### src/rtl/kws_frame_window.sv
// kws_frame_window: buffers a mono sample stream, cuts overlapping Hann-windowed frames and bursts them to the FFT.
// Define KWS_PREEMPH_EN to apply first-order pre-emphasis (coef 31/32) to samples before they are stored.
module kws_frame_window #(
    parameter int DATA_WIDTH = 16,
    parameter int FRAME_SIZE = 32,
    parameter int HOP_SIZE   = 16,
    parameter int COEF_WIDTH = 16
) (
    input  logic                  clock,
    input  logic                  reset,
    input  logic                  sample_valid_in,
    input  logic [DATA_WIDTH-1:0] sample_in,
    input  logic                  fft_ready_in,
    output logic                  frame_valid_out,
    output logic [DATA_WIDTH-1:0] frame_real_out,
    output logic [DATA_WIDTH-1:0] frame_imag_out,
    output logic                  frame_start_out,
    output logic                  overflow_out
);
    localparam int AW   = $clog2(2 * FRAME_SIZE);
    localparam int IW   = $clog2(FRAME_SIZE);
    localparam int CW   = $clog2(FRAME_SIZE + 1);
    localparam int PW   = DATA_WIDTH + COEF_WIDTH + 1;
    localparam int FRAC = COEF_WIDTH - 2;
    // First half of the symmetric Hann window, Q1.14; the second half is read mirrored.
    localparam logic [COEF_WIDTH-1:0] WIN [FRAME_SIZE/2] = '{
        16'd0,     16'd168,   16'd664,   16'd1468,  16'd2548,  16'd3859,  16'd5347,  16'd6952,
        16'd8607,  16'd10245, 16'd11800, 16'd13206, 16'd14408, 16'd15355, 16'd16008, 16'd16342
    };

    typedef enum logic [1:0] {PRIME, COLLECT, WAIT_READY, EMIT} state_t;

    state_t                state;
    logic [DATA_WIDTH-1:0] ram [2*FRAME_SIZE];
    logic [DATA_WIDTH-1:0] wr_data;
    logic [AW-1:0]         wr_ptr;
    logic [AW-1:0]         cur_start;
    logic [AW-1:0]         pend_start;
    logic [AW-1:0]         snap;
    logic [AW-1:0]         rd_addr;
    logic [CW-1:0]         cnt;
    logic [IW-1:0]         idx;
    logic [IW-2:0]         half_idx;
    logic [COEF_WIDTH-1:0] coef;
    logic signed [PW-1:0]  prod;
    logic                  pend;
    logic                  trig;

    assign trig           = sample_valid_in && (cnt == ((state == PRIME) ? CW'(FRAME_SIZE - 1) : CW'(HOP_SIZE - 1)));
    assign snap           = wr_ptr - AW'(FRAME_SIZE - 1);
    assign rd_addr        = cur_start + AW'(idx);
    assign half_idx       = idx[IW-1] ? ~idx[IW-2:0] : idx[IW-2:0];
    assign coef           = WIN[half_idx];
    assign prod           = PW'($signed(ram[rd_addr])) * PW'($signed({1'b0, coef}));
    assign frame_imag_out = '0;

`ifdef KWS_PREEMPH_EN
    logic [DATA_WIDTH-1:0]  x_prev;
    logic signed [DATA_WIDTH+1:0] xs;
    logic signed [DATA_WIDTH+1:0] pv;
    logic signed [DATA_WIDTH+1:0] pre_sum;

    assign xs      = (DATA_WIDTH + 2)'($signed(sample_in));
    assign pv      = (DATA_WIDTH + 2)'($signed(x_prev));
    assign pre_sum = xs - pv + (pv >>> 5);
    // Saturate whenever the top three bits disagree (result outside DATA_WIDTH range).
    assign wr_data = (pre_sum[DATA_WIDTH+1:DATA_WIDTH-1] == 3'b000 || pre_sum[DATA_WIDTH+1:DATA_WIDTH-1] == 3'b111)
                   ? pre_sum[DATA_WIDTH-1:0]
                   : {pre_sum[DATA_WIDTH+1], {(DATA_WIDTH-1){~pre_sum[DATA_WIDTH+1]}}};

    always_ff @(posedge clock or posedge reset) begin
        if (reset)
            x_prev <= '0;
        else if (sample_valid_in)
            x_prev <= sample_in;
    end
`else
    assign wr_data = sample_in;
`endif

    always_ff @(posedge clock) begin
        if (sample_valid_in)
            ram[wr_ptr] <= wr_data;
    end

    always_ff @(posedge clock or posedge reset) begin
        if (reset) begin
            state           <= PRIME;
            wr_ptr          <= '0;
            cnt             <= '0;
            idx             <= '0;
            cur_start       <= '0;
            pend_start      <= '0;
            pend            <= 1'b0;
            frame_valid_out <= 1'b0;
            frame_start_out <= 1'b0;
            frame_real_out  <= '0;
            overflow_out    <= 1'b0;
        end else begin
            frame_valid_out <= 1'b0;
            frame_start_out <= 1'b0;
            frame_real_out  <= '0;
            if (sample_valid_in) begin
                wr_ptr <= wr_ptr + AW'(1);
                cnt    <= trig ? '0 : cnt + CW'(1);
            end
            case (state)
                PRIME, COLLECT: begin
                    if (trig) begin
                        state     <= WAIT_READY;
                        cur_start <= snap;
                    end
                end
                WAIT_READY: begin
                    if (fft_ready_in) begin
                        state <= EMIT;
                        idx   <= '0;
                        if (trig) begin
                            pend       <= 1'b1;
                            pend_start <= snap;
                        end
                    end else if (trig) begin
                        cur_start    <= snap;
                        overflow_out <= 1'b1;
                    end
                end
                default: begin
                    frame_valid_out <= 1'b1;
                    frame_start_out <= idx == '0;
                    frame_real_out  <= DATA_WIDTH'(prod >>> FRAC);
                    idx             <= idx + IW'(1);
                    if (trig) begin
                        pend         <= 1'b1;
                        pend_start   <= snap;
                        overflow_out <= overflow_out | pend;
                    end
                    // Last sample of the burst: hand over to the newest queued frame, if any.
                    if (idx == IW'(FRAME_SIZE - 1)) begin
                        state     <= (trig || pend) ? WAIT_READY : COLLECT;
                        cur_start <= trig ? snap : pend_start;
                        pend      <= 1'b0;
                    end
                end
            endcase
        end
    end
endmodule
### config.mk
export PLATFORM = sky130hd
export DESIGN_NAME = kws_frame_window
export DESIGN_NICKNAME = d
export VERILOG_FILES = /design/src/rtl/kws_frame_window.sv
export SDC_FILE = /design/constraint.sdc
export NUM_CORES = 1
export LEC_CHECK = 0
export CAP_MARGIN = 15
export CORE_ASPECT_RATIO = 0.75
export CORE_MARGIN = 8
export CORE_UTILIZATION = 43
export CTS_CLUSTER_DIAMETER = 50
export CTS_CLUSTER_SIZE = 14
export DETAILED_ROUTE_END_ITERATION = 10
export SLEW_MARGIN = 20
export SYNTH_ARGS = -nofsm -noshare
export SYNTH_HDL_FRONTEND = slang
export SYNTH_SLANG_ARGS = --single-unit
### constraint.sdc
create_clock -name clock -period 13.1 [get_ports clock]
set_input_delay 1.965 -clock clock [delete_from_list [all_inputs] [get_ports clock]]
set_output_delay 1.965 -clock clock [all_outputs]
set_load 0.02 [all_outputs]
Word level (Yosys, flattened, before mapping)

Memories as Yosys holds them, arrays and structs flattened.
Cells that the tools add are included.
Widths: inputs -> output; s select.

Flip-flop bits (word level): 51
Logic and storage cells: 74
Input port bits: 20
Output and inout port bits: 35
Memories kept: 2
RAM bits: 1024
Bits in read-only memories: 256

Memories:

| memory          | depth | bits a word | read ports | clocked after Yosys merged registers in | wr ports | RTL line | RTL |
|---|---|---|---|---|---|---|---|
| ram             | 64    | 16          | 1          | 0                                       | 1        | 34       | `logic [DATA_WIDTH-1:0] ram [2*FRAME_SIZE];` |
| (no name shown) | 16    | 16          | 1          | 0                                       | 0        | 53       | `assign coef = WIN[half_idx];` |

$lt $le $gt $ge: 1
Bitwise operators: 4
Multipliers: 1
Reduce and logical (&&, ||, !) cells: 11
Add/subtract/negate cells: 5
Muxes and demuxes: 32
Equal/unequal tests: 7

Operator list:

| kind                | number |
|---|---|
| $mux 16             | 3 |
| $mux 6              | 6 |
| $mul 16x17->30      | 1 |
| $pmux 6 s2          | 2 |
| $add 6x1->6 const B | 2 |
| $mux 1              | 10 |
| $mux 5              | 2 |
| $pmux 5 s2          | 1 |
| $mux 2              | 4 |
| $add 6x5->6         | 1 |
| $eq 6x5->1          | 1 |
| $ne 2x2->1 const B  | 3 |
| $reduce_and 3->1    | 2 |
| $sub 6x5->6 const B | 1 |
| $add 5x1->5 const B | 1 |
| $eq 5x5->1 const B  | 1 |
| $ge 5x5->1 const B  | 1 |
| $logic_not 5->1     | 1 |
| $not 4->5           | 1 |
| $mux 4              | 1 |
| $not 4->4           | 1 |
| $pmux 1 s2          | 2 |
| $pmux 2 s2          | 1 |
| $reduce_and 2->1    | 2 |
| 10 further kinds    | 10 |

Longest topological paths before layout

Gate-level depths: netlist of run 1.

Depth in word-level cells: 8
Depth in mapped cells: 38
Mapped depth without buffers: 33

Least setup slack after synthesis of run 1

No wires, ideal clock.

Path type: reg-to-reg
Start: register idx[0]
End: register frame_real_out[11]
Setup slack: 3.540 ns
Arrival: 9.425 ns
Stages on the path, launching flop included: 38
Data required time: 12.965 ns
Library setup time: 0.135 ns
Cells stage by stage: dfrtp_1 -> ha_1 -> inv_1 -> fa_1 -> buf_2 -> buf_2 -> buf_2 -> buf_4 -> buf_4 -> clkbuf_1 -> mux4_2 -> mux4_2 -> nand2_1 -> nand3_1 -> o21ai_0 -> clkbuf_1 -> nor2_1 -> fa_1 -> (+2 left out) -> inv_1 -> fa_1 -> fa_1 -> fa_1 -> inv_1 -> fa_1 -> inv_1 -> ha_1 -> a21o_1 -> a21oi_1 -> o21bai_1 -> a21o_1 -> a21o_1 -> a2111oi_0 -> a211oi_1 -> o31ai_2 -> nor3b_1 -> nor3_1

Word-level cells in the longest chain between the ends: 8
Elaborated cells on any way between the ends: 10

Ends and longest elaborated chain:

| what                                                  | RTL line | RTL |
|---|---|---|
| start, declared                                       | 42       | `logic [IW-1:0] idx;` |
| start signal, assigned                                | 131      | `idx <= idx + IW'(1);` |
| branches (longest 6 deep; another with $mem_v2 64x16) | -        |  |
| $mul 16x17->30 (*)                                    | 54       | `assign prod = PW'($signed(ram[rd_addr])) * PW'($signed({1'b0, coef}));` |
| $mux 16 (*)                                           | 107      | `case (state)` |
| end signal, assigned                                  | 130      | `frame_real_out <= DATA_WIDTH'(prod >>> FRAC);` |
| end, declared                                         | 15       | `output logic [DATA_WIDTH-1:0] frame_real_out,` |

Mark *: on every way between the ends. The select of a mux whose other input is x is not followed.
A chain may end at the register's enable or synchronous reset.

Worst setup path in the final report of run 1

Ends and elaborated chain as after synthesis.

==> results of run 1 <==
[synthesized netlist by cell type (all sizes together), types with 11 or more instances]
| cell | count |
|---|---|
| edfxtp | 1024 |
| mux4 | 308 |
| inv | 236 |
| nor2 | 205 |
| fa | 166 |
| nand2 | 154 |
| ha | 127 |
| buf | 90 |
| clkbuf | 58 |
| dfrtp | 51 |
| a21oi | 49 |
| nand2b | 38 |
| o21ai | 38 |
| nand3 | 34 |
| and2 | 31 |
| xnor2 | 19 |
| a21o | 16 |
| mux2i | 16 |
| xor2 | 16 |
| nor3 | 14 |
| or2 | 13 |
| nor2b | 11 |
[metal layers]
metal,wire [um],part of all wire,up-vias
met5,11,0.000090,-
met4,2511,0.020,2
met3,11810,0.096,156
met2,54130,0.44,1046
met1,54360,0.44,13885
li1,-,-,10998
[stage by stage]
stage | hold slack [ns] | util | area (um^2) | worst slack [ns] | std cells
2_1_floorplan | 0.4594 | - | 49830 | 3.540 | 2863
3_3_place_gp | 0.4697 | 0.4547 | 52410 | 2.447 | 4405
3_5_place_dp | 0.4805 | 0.4551 | 52460 | 2.386 | 4407
4_1_cts | 0.4977 | 0.4805 | 55390 | 2.351 | 4557
5_1_grt | 0.5176 | 0.4811 | 55450 | 1.874 | 4559
6_report | 0.4889 | 0.4812 | 55460 | 2.363 | 4563
[how the worst max path moves through the flow]
stage	from	endpoint	slack, ns	cells after the start
floorplan	idx[0]	frame_real_out[11]	3.54	37
global placement	idx[0]	frame_real_out[11]	2.45	32
detailed placement	idx[0]	frame_real_out[11]	2.39	32
CTS	idx[0]	frame_real_out[11]	2.35	32
global route	idx[0]	frame_real_out[11]	1.87	32
finish	idx[0]	frame_real_out[11]	2.36	32
[sequential cells by signal (all words and copies together), names as in the netlist]
| register | cells |
|---|---|
| ram | 1024 |
| frame_real_out | 16 |
| cnt | 6 |
| cur_start | 6 |
| pend_start | 6 |
| wr_ptr | 6 |
| idx | 5 |
| state | 2 |
| frame_start_out | 1 |
| frame_valid_out | 1 |
| overflow_out | 1 |
| pend | 1 |
[layout make-up]
class,count,area share
Sequential cell,1075,0.5774
Multi-Input combinational cell,1403,0.2954
Clock buffer,116,0.04523
Tap cell,1540,0.03474
Timing Repair Buffer,153,0.02333
Inverter,237,0.01606
Clock inverter,34,0.007557
Antenna cell,5,0.0002256
[logic make-up (layout without fill, tap and decap cells)]
kind of cell / Yosys count / after routing / synth area share
adder cells (fa/ha/maj): 293 / 293 / 0.09869
flip-flops: 1075 / 1075 / 0.6434
XOR/XNOR: 35 / 35 / 0.006310
AND/OR/NAND/NOR: 546 / 546 / 0.05025
other: 1 / 21 / 0.00007534
buffers and inverters: 385 / 540 / 0.03238
AO/OA/AOI/OAI: 183 / 183 / 0.02494
multiplexers: 330 / 330 / 0.1439
[worst max-delay path: cells and delay by family (launching register included)]
family                   cells  cell delay [ns]
AO/OA/AOI/OAI               10             2.41
buffers and inverters        7             1.21
adder cells (fa/ha/maj)      9             4.82
AND/OR/NAND/NOR              4             0.64
multiplexers                 2             0.90
flip-flops                   1             0.50
==> run summary, run 1 <==
For this run, design rule violations remaining after detail routing come to 0. The number of gates resized after CTS was 0. The multi-input combinational cells in the finished layout cover a total of 16,380 um^2. Placed wire-length estimate after detailed placement: 74,960 um. In this run, the number of DRC markers left after iteration 0 of detailed routing was 3,056. In this run the tool buffered the top-level ports with 38 buffer cells. The total global routing track utilization is 0.1919. The clock tree synthesis step divided the H-tree into 3 levels. The worst hold path terminates at cnt[2]. The post-detailed-route wirelength per cell is 26.92 um. Clock skew on the completed layout was measured at 0.04736 ns. The number of buffers inserted during clock tree synthesis was 96.

Y dimension of the die: 310.6 um. Setup repair after global routing left no endpoint under its margin. The first detailed-routing pass took 5 iterations. The routing usage on met1 came out at 0.2846. The global routing stage identified its most utilized layer as met1. The hold path depth is 1, and the count of endpoints failing setup in the final report is 0. Fill cell instance count of the final layout: 9,576. The region available for standard cell placement spans 115,300 um^2.

The unique cell type count in the Yosys netlist is 78. The async set-reset flop share out of synthesis is 0.04744. For this run, the slowest stage of the critical path takes 1.33 ns.

At the pin with the least slew margin, the transition time is 1.071 ns. The total count of max-transition violations in the final report was 0; the pin count of the biggest net entering global routing was 77. By instance count, the cell type seen most on the critical path is fa_1.

For this run, the top clock speed supported by timing is 93.14 MHz. Data on the critical path arrives at its endpoint at 11.25 ns. Summed over all instances, the cell type with the most area after synthesis is edfxtp_1.

Number of flops mapped to enable cells by yosys: 1,024. The run gives 2.36 ns as the setup slack of the most critical reg-to-reg path. Across the run, the number of max-cap violations was 0.

The worst setup path category is reg2reg. Summing over every cut layer, the via total after detailed routing is 26,087. For the clock sink total, the log shows 1,075. In this run the count of I/O pins placed on the die edge is 55. No sink is reached through more buffers than the 3 on the longest clock path. The class of the most critical hold timing path was reg2reg. The area of the die is 127,000 um^2, and the worst slew slack as a fraction of its limit is 0.2830. The first-pass GRT wire length came out at 182,000 um. The run gives 27,212 as the via count of the first global-routing pass.

The run finished with clean final reports. STA classifies the critical path startpoint as a flop. The worst reg2reg path depth was 32; the setup TNS was 0 ns. Ratio of cells with drive above 1 in the final layout: 0.2167.

The number of warnings issued by yosys came out at 0. Clock root buffer master: clkbuf_16. Worst hold path startpoint: cnt[2].

The run gives 32,030 um^2 as the area occupied by registers. The tools report the capture point of the worst reg-to-reg path as frame_real_out[11]. Routability-driven placement finished with a final weighted congestion of 0.8475. The area share of the largest cell type after synthesis is 0.6178. The number of failing hold endpoints at the final stage came out at 0. In the final design database the tool counted 3,279 nets. The worst path needs 10.74 ns of the cycle, external delays included. After clock tree synthesis, the flow added hold-fix buffers numbering 0.

The run gives 0.6434 as the fraction of the yosys area taken by sequential cells. For the initial core utilization, the log shows 0.4318. The most common cell after layout, fill and taps aside was edfxtp_1.

The post-route fraction of the period consumed by the critical path is 0.8196. The run gives 0.05548 as the met3 track utilization from global routing. In the layout the commonest cells are 1,024 x edfxtp_1, 308 x mux4_2, 235 x inv_1, 165 x fa_1, 163 x nor2_1.

The clock-pin transition on the worst setup and hold timing paths works out to 0.06 ns. Synthesis-to-layout area growth: 11.43%. The largest fanout on the critical path was 76. The tools report the post-detailed-route count of antenna-violating nets as 0. For the post-synthesis instance area, the log shows 49,770 um^2.

TritonCTS built the clock tree. Met2 global-route usage: 0.2820. The worst setup path is captured at a flop.

Highest-delay cell along the critical path: fa_4. The logs give 0.71 ns for the clock insertion delay at the later pin of the skew report and 3 for the number of antenna violations at the first check in global routing. In this run the critical register-to-register path is launched from idx[0]. The floorplan has 108 rows.

The run gives 122,800 um as the aggregate routed wire length. The via count normalized by instance count is 5.717, and the total overflow reported by the global router is 0. The dominant register cell in the synthesized netlist is edfxtp_1.

Yosys attributes the largest share of cell area to edfxtp_1 62%, mux4_2 14%, fa_1 6.7%. The per-instance average area after synthesis was 17.48 um^2; the critical path data required time was 13.61 ns. The number of setup buffers added after CTS is 0. The gate count after technology mapping was 2,848; the flip-flop and latch count after synthesis was 1,075. Measured along the x axis, the die boundary spans 408.9 um.
Power of run 1 is not shown: default switching activity piles up to over one toggle a cycle in this logic, so the estimate is an artifact.
==> run 2, diff against run 1 <==
clock period = 11 ns   (was 13.1 ns; I/O delays follow)
==> run summary, run 2 (synthesized netlist as in run 1, its figures left out) <==
The post-detailed-route count of antenna-violating nets is 0 (unchanged), and the final critical delay including setup and external delays is 10.04 ns (was 10.74 ns). Y dimension of the die: 310.6 um (unchanged). The tools report the number of failing hold endpoints at the final stage as 0 (unchanged). The total global routing track utilization is 0.1955 (was 0.1919). The most common cell after layout, fill and taps aside was edfxtp_1 (unchanged). The number of gates given a new drive strength after cts is 0 (unchanged), and the number of hold-repair buffers added at the cts stage is 0 (unchanged).

The tools report the via count of the first global-routing pass as 27,041 (was 27,212). The number of port buffers is 38 (unchanged), and the buffer depth of the longest clock path is 3 (unchanged). The critical path data required time is 11.59 ns (was 13.61 ns). The clock root buffer master was clkbuf_16 (unchanged). Top-level port count: 55 (unchanged). The most prevalent standard cell on the critical path was fa_1 (unchanged).

The class of the most critical hold timing path is reg2reg (unchanged). The delay contributed by the slowest stage of the critical path is 1.09 ns (was 1.33 ns). The number of flip-flops in the largest register was 1,024 (unchanged); the total overflow reported by the global router was 0 (unchanged).

The flow ran to the end, and the final reports show no timing, DRC or antenna violations. The run gives 3 (unchanged) as the total number of H-tree levels. The ratio of cells with drive above 1 in the final layout works out to 0.2193 (was 0.2167). The highest-delay cell along the critical path is fa_4 (unchanged). The number of detailed-routing iterations run before antenna repair is 5 (unchanged). The clock insertion delay at the later pin of the skew report was 0.71 ns (about the same). The first-pass GRT wire length is 185,100 um (was 182,000 um), and the count of routing violations after the opening detailed-route iteration is 2,715 (was 3,056). The width of the chip was 408.9 um (unchanged); the total count of max-transition violations in the final report was 0 (unchanged). The synthesis-to-layout area growth works out to 11.42% (was 11.43%). For the initial core utilization, the log shows 0.4318 (unchanged).

Setup repair after global routing left no endpoint under its margin. The number of antenna violations at the first check in global routing is 3 (unchanged), and the clock skew is 0.03427 ns (was 0.04736 ns). Most used cells in the layout excluding fill and tap cells: 1,024 x edfxtp_1, 308 x mux4_2, 235 x inv_1, 165 x fa_1, 162 x nor2_1 (was 1,024 x edfxtp_1, 308 x mux4_2, 235 x inv_1, 165 x fa_1, 163 x nor2_1). The achievable frequency was 99.57 MHz (was 93.14 MHz). The worst setup path category is reg2reg (unchanged). The clock sink total was 1,075 (unchanged); the setup TNS was 0 ns (unchanged). The total vias in the final route came out at 26,275 (was 26,087). For the number of buffers inserted during clock tree synthesis, the log shows 96 (unchanged). TritonCTS built the clock tree.

The via count normalized by instance count works out to 5.758 (was 5.717). Last weighted congestion value of the routability-driven placer: 0.8595 (was 0.8475). The count of endpoints failing setup in the final report was 0 (unchanged). The tools report the kind of start point of the critical path as a flop (unchanged).

The run gives 0 (was 5) as the number of inserted diodes. Category of the worst setup path capture point: a flop (unchanged). The count of unresolved DRC violations after routing is 0 (unchanged). The logs give 0 (unchanged) for the post-CTS setup repair buffer count and 108 (unchanged) for the number of standard-cell rows in the floorplan.

The tools report the placeable core area as 115,300 um^2 (unchanged). The run gives 0 (unchanged) as the max-cap violation count. The placed wire-length estimate after detailed placement is 78,020 um (was 74,960 um). The largest fanout on the critical path works out to 48 (was 76).

The logs give 3,292 (was 3,279) for the total number of nets in the final design and 70 (was 77) for the pin count of the biggest net entering global routing. Post-detailed-route wirelength per cell: 27.52 um (was 26.92 um). For the signal arrival time at the worst endpoint, the log shows 10.64 ns (was 11.25 ns). The post-route fraction of the period consumed by the critical path works out to 0.9130 (was 0.8196). The tools report the area of the die as 127,000 um^2 (unchanged).

The largest register by flop count was ram (unchanged). Clock-pin transition on the worst setup and hold timing paths: 0.06 ns (about the same). The measured slew at the worst slew-check pin works out to 1.156 ns (was 1.071 ns). The aggregate routed wire length came out at 125,600 um (was 122,800 um). Largest registers: ram (1024), frame_real_out (16) (unchanged). For the worst slew slack as a fraction of its limit, the log shows 0.2265 (was 0.2830).
[run 2: cell types whose count changed in the layout (fill, tap and decap cells not counted), moves of 3 or more]
cell,before,now
buf_12,5,9
buf_4,119,129
bufinv_16,5,2
clkbuf_1,18,7
clkinv_1,4,11
clkinv_2,11,7
clkinv_4,0,4
diode_2,5,0
inv_6,7,4
[run 2: stage by stage]
step           hold slack, ns  setup slack, ns  cells  instance area (um^2)    util
2_1_floorplan          0.4594            1.440   2863                 49830       -
3_3_place_gp           0.4628            1.049   4421                 52590  0.4563
3_5_place_dp           0.4814           0.9692   4421                 52590  0.4563
4_1_cts                0.4962           0.9357   4563                 55420  0.4808
5_1_grt                0.5205           0.5010   4563                 55460  0.4811
6_report               0.4943           0.9571   4563                 55460  0.4811
[run 2: path summary, 6_finish.rpt]
path,end,from,slack (ns),depth (start not counted)
worst max register to register,frame_real_out[13],idx[0],0.96,30
worst max-delay path,frame_real_out[13],idx[0],0.96,30
worst min register to register,overflow_out,overflow_out,0.49,1
worst min-delay path,overflow_out,overflow_out,0.49,1
min in group asynchronous,cnt[5],reset,1.47,2
max in group asynchronous,frame_real_out[6],reset,8.97,2
[run 2: metal layers]
layer	global-route usage	share of wire	vias to the layer above
li1	-	-	11016
met1	0.3012	0.45	13950
met2	0.2861	0.44	1137
met3	0.04168	0.087	168
met4	0.04270	0.020	4
met5	0	0.00022	-
[run 2: worst max-delay path, delay by kind of cell (launching register included)]
kind | cells | cell delay, ns
flops | 1 | 0.49
buf+inv | 5 | 0.74
compound gates | 10 | 2.47
fa+ha+maj | 9 | 4.56
mux | 2 | 1.05
simple gates | 4 | 0.56
[run 2: cell type report]
| type | count | area, um^2 |
|---|---|---|
| Sequential cell | 1075 | 32030 |
| Clock inverter | 38 | 372.9 |
| Inverter | 237 | 890.9 |
| Timing Repair Buffer | 166 | 1399 |
| Clock buffer | 104 | 2454 |
| Tap cell | 1540 | 1927 |
| Fill cell | 9479 | 59810 |
| Multi-Input combinational cell | 1403 | 16390 |
Power of run 2 is left out for the same reason.
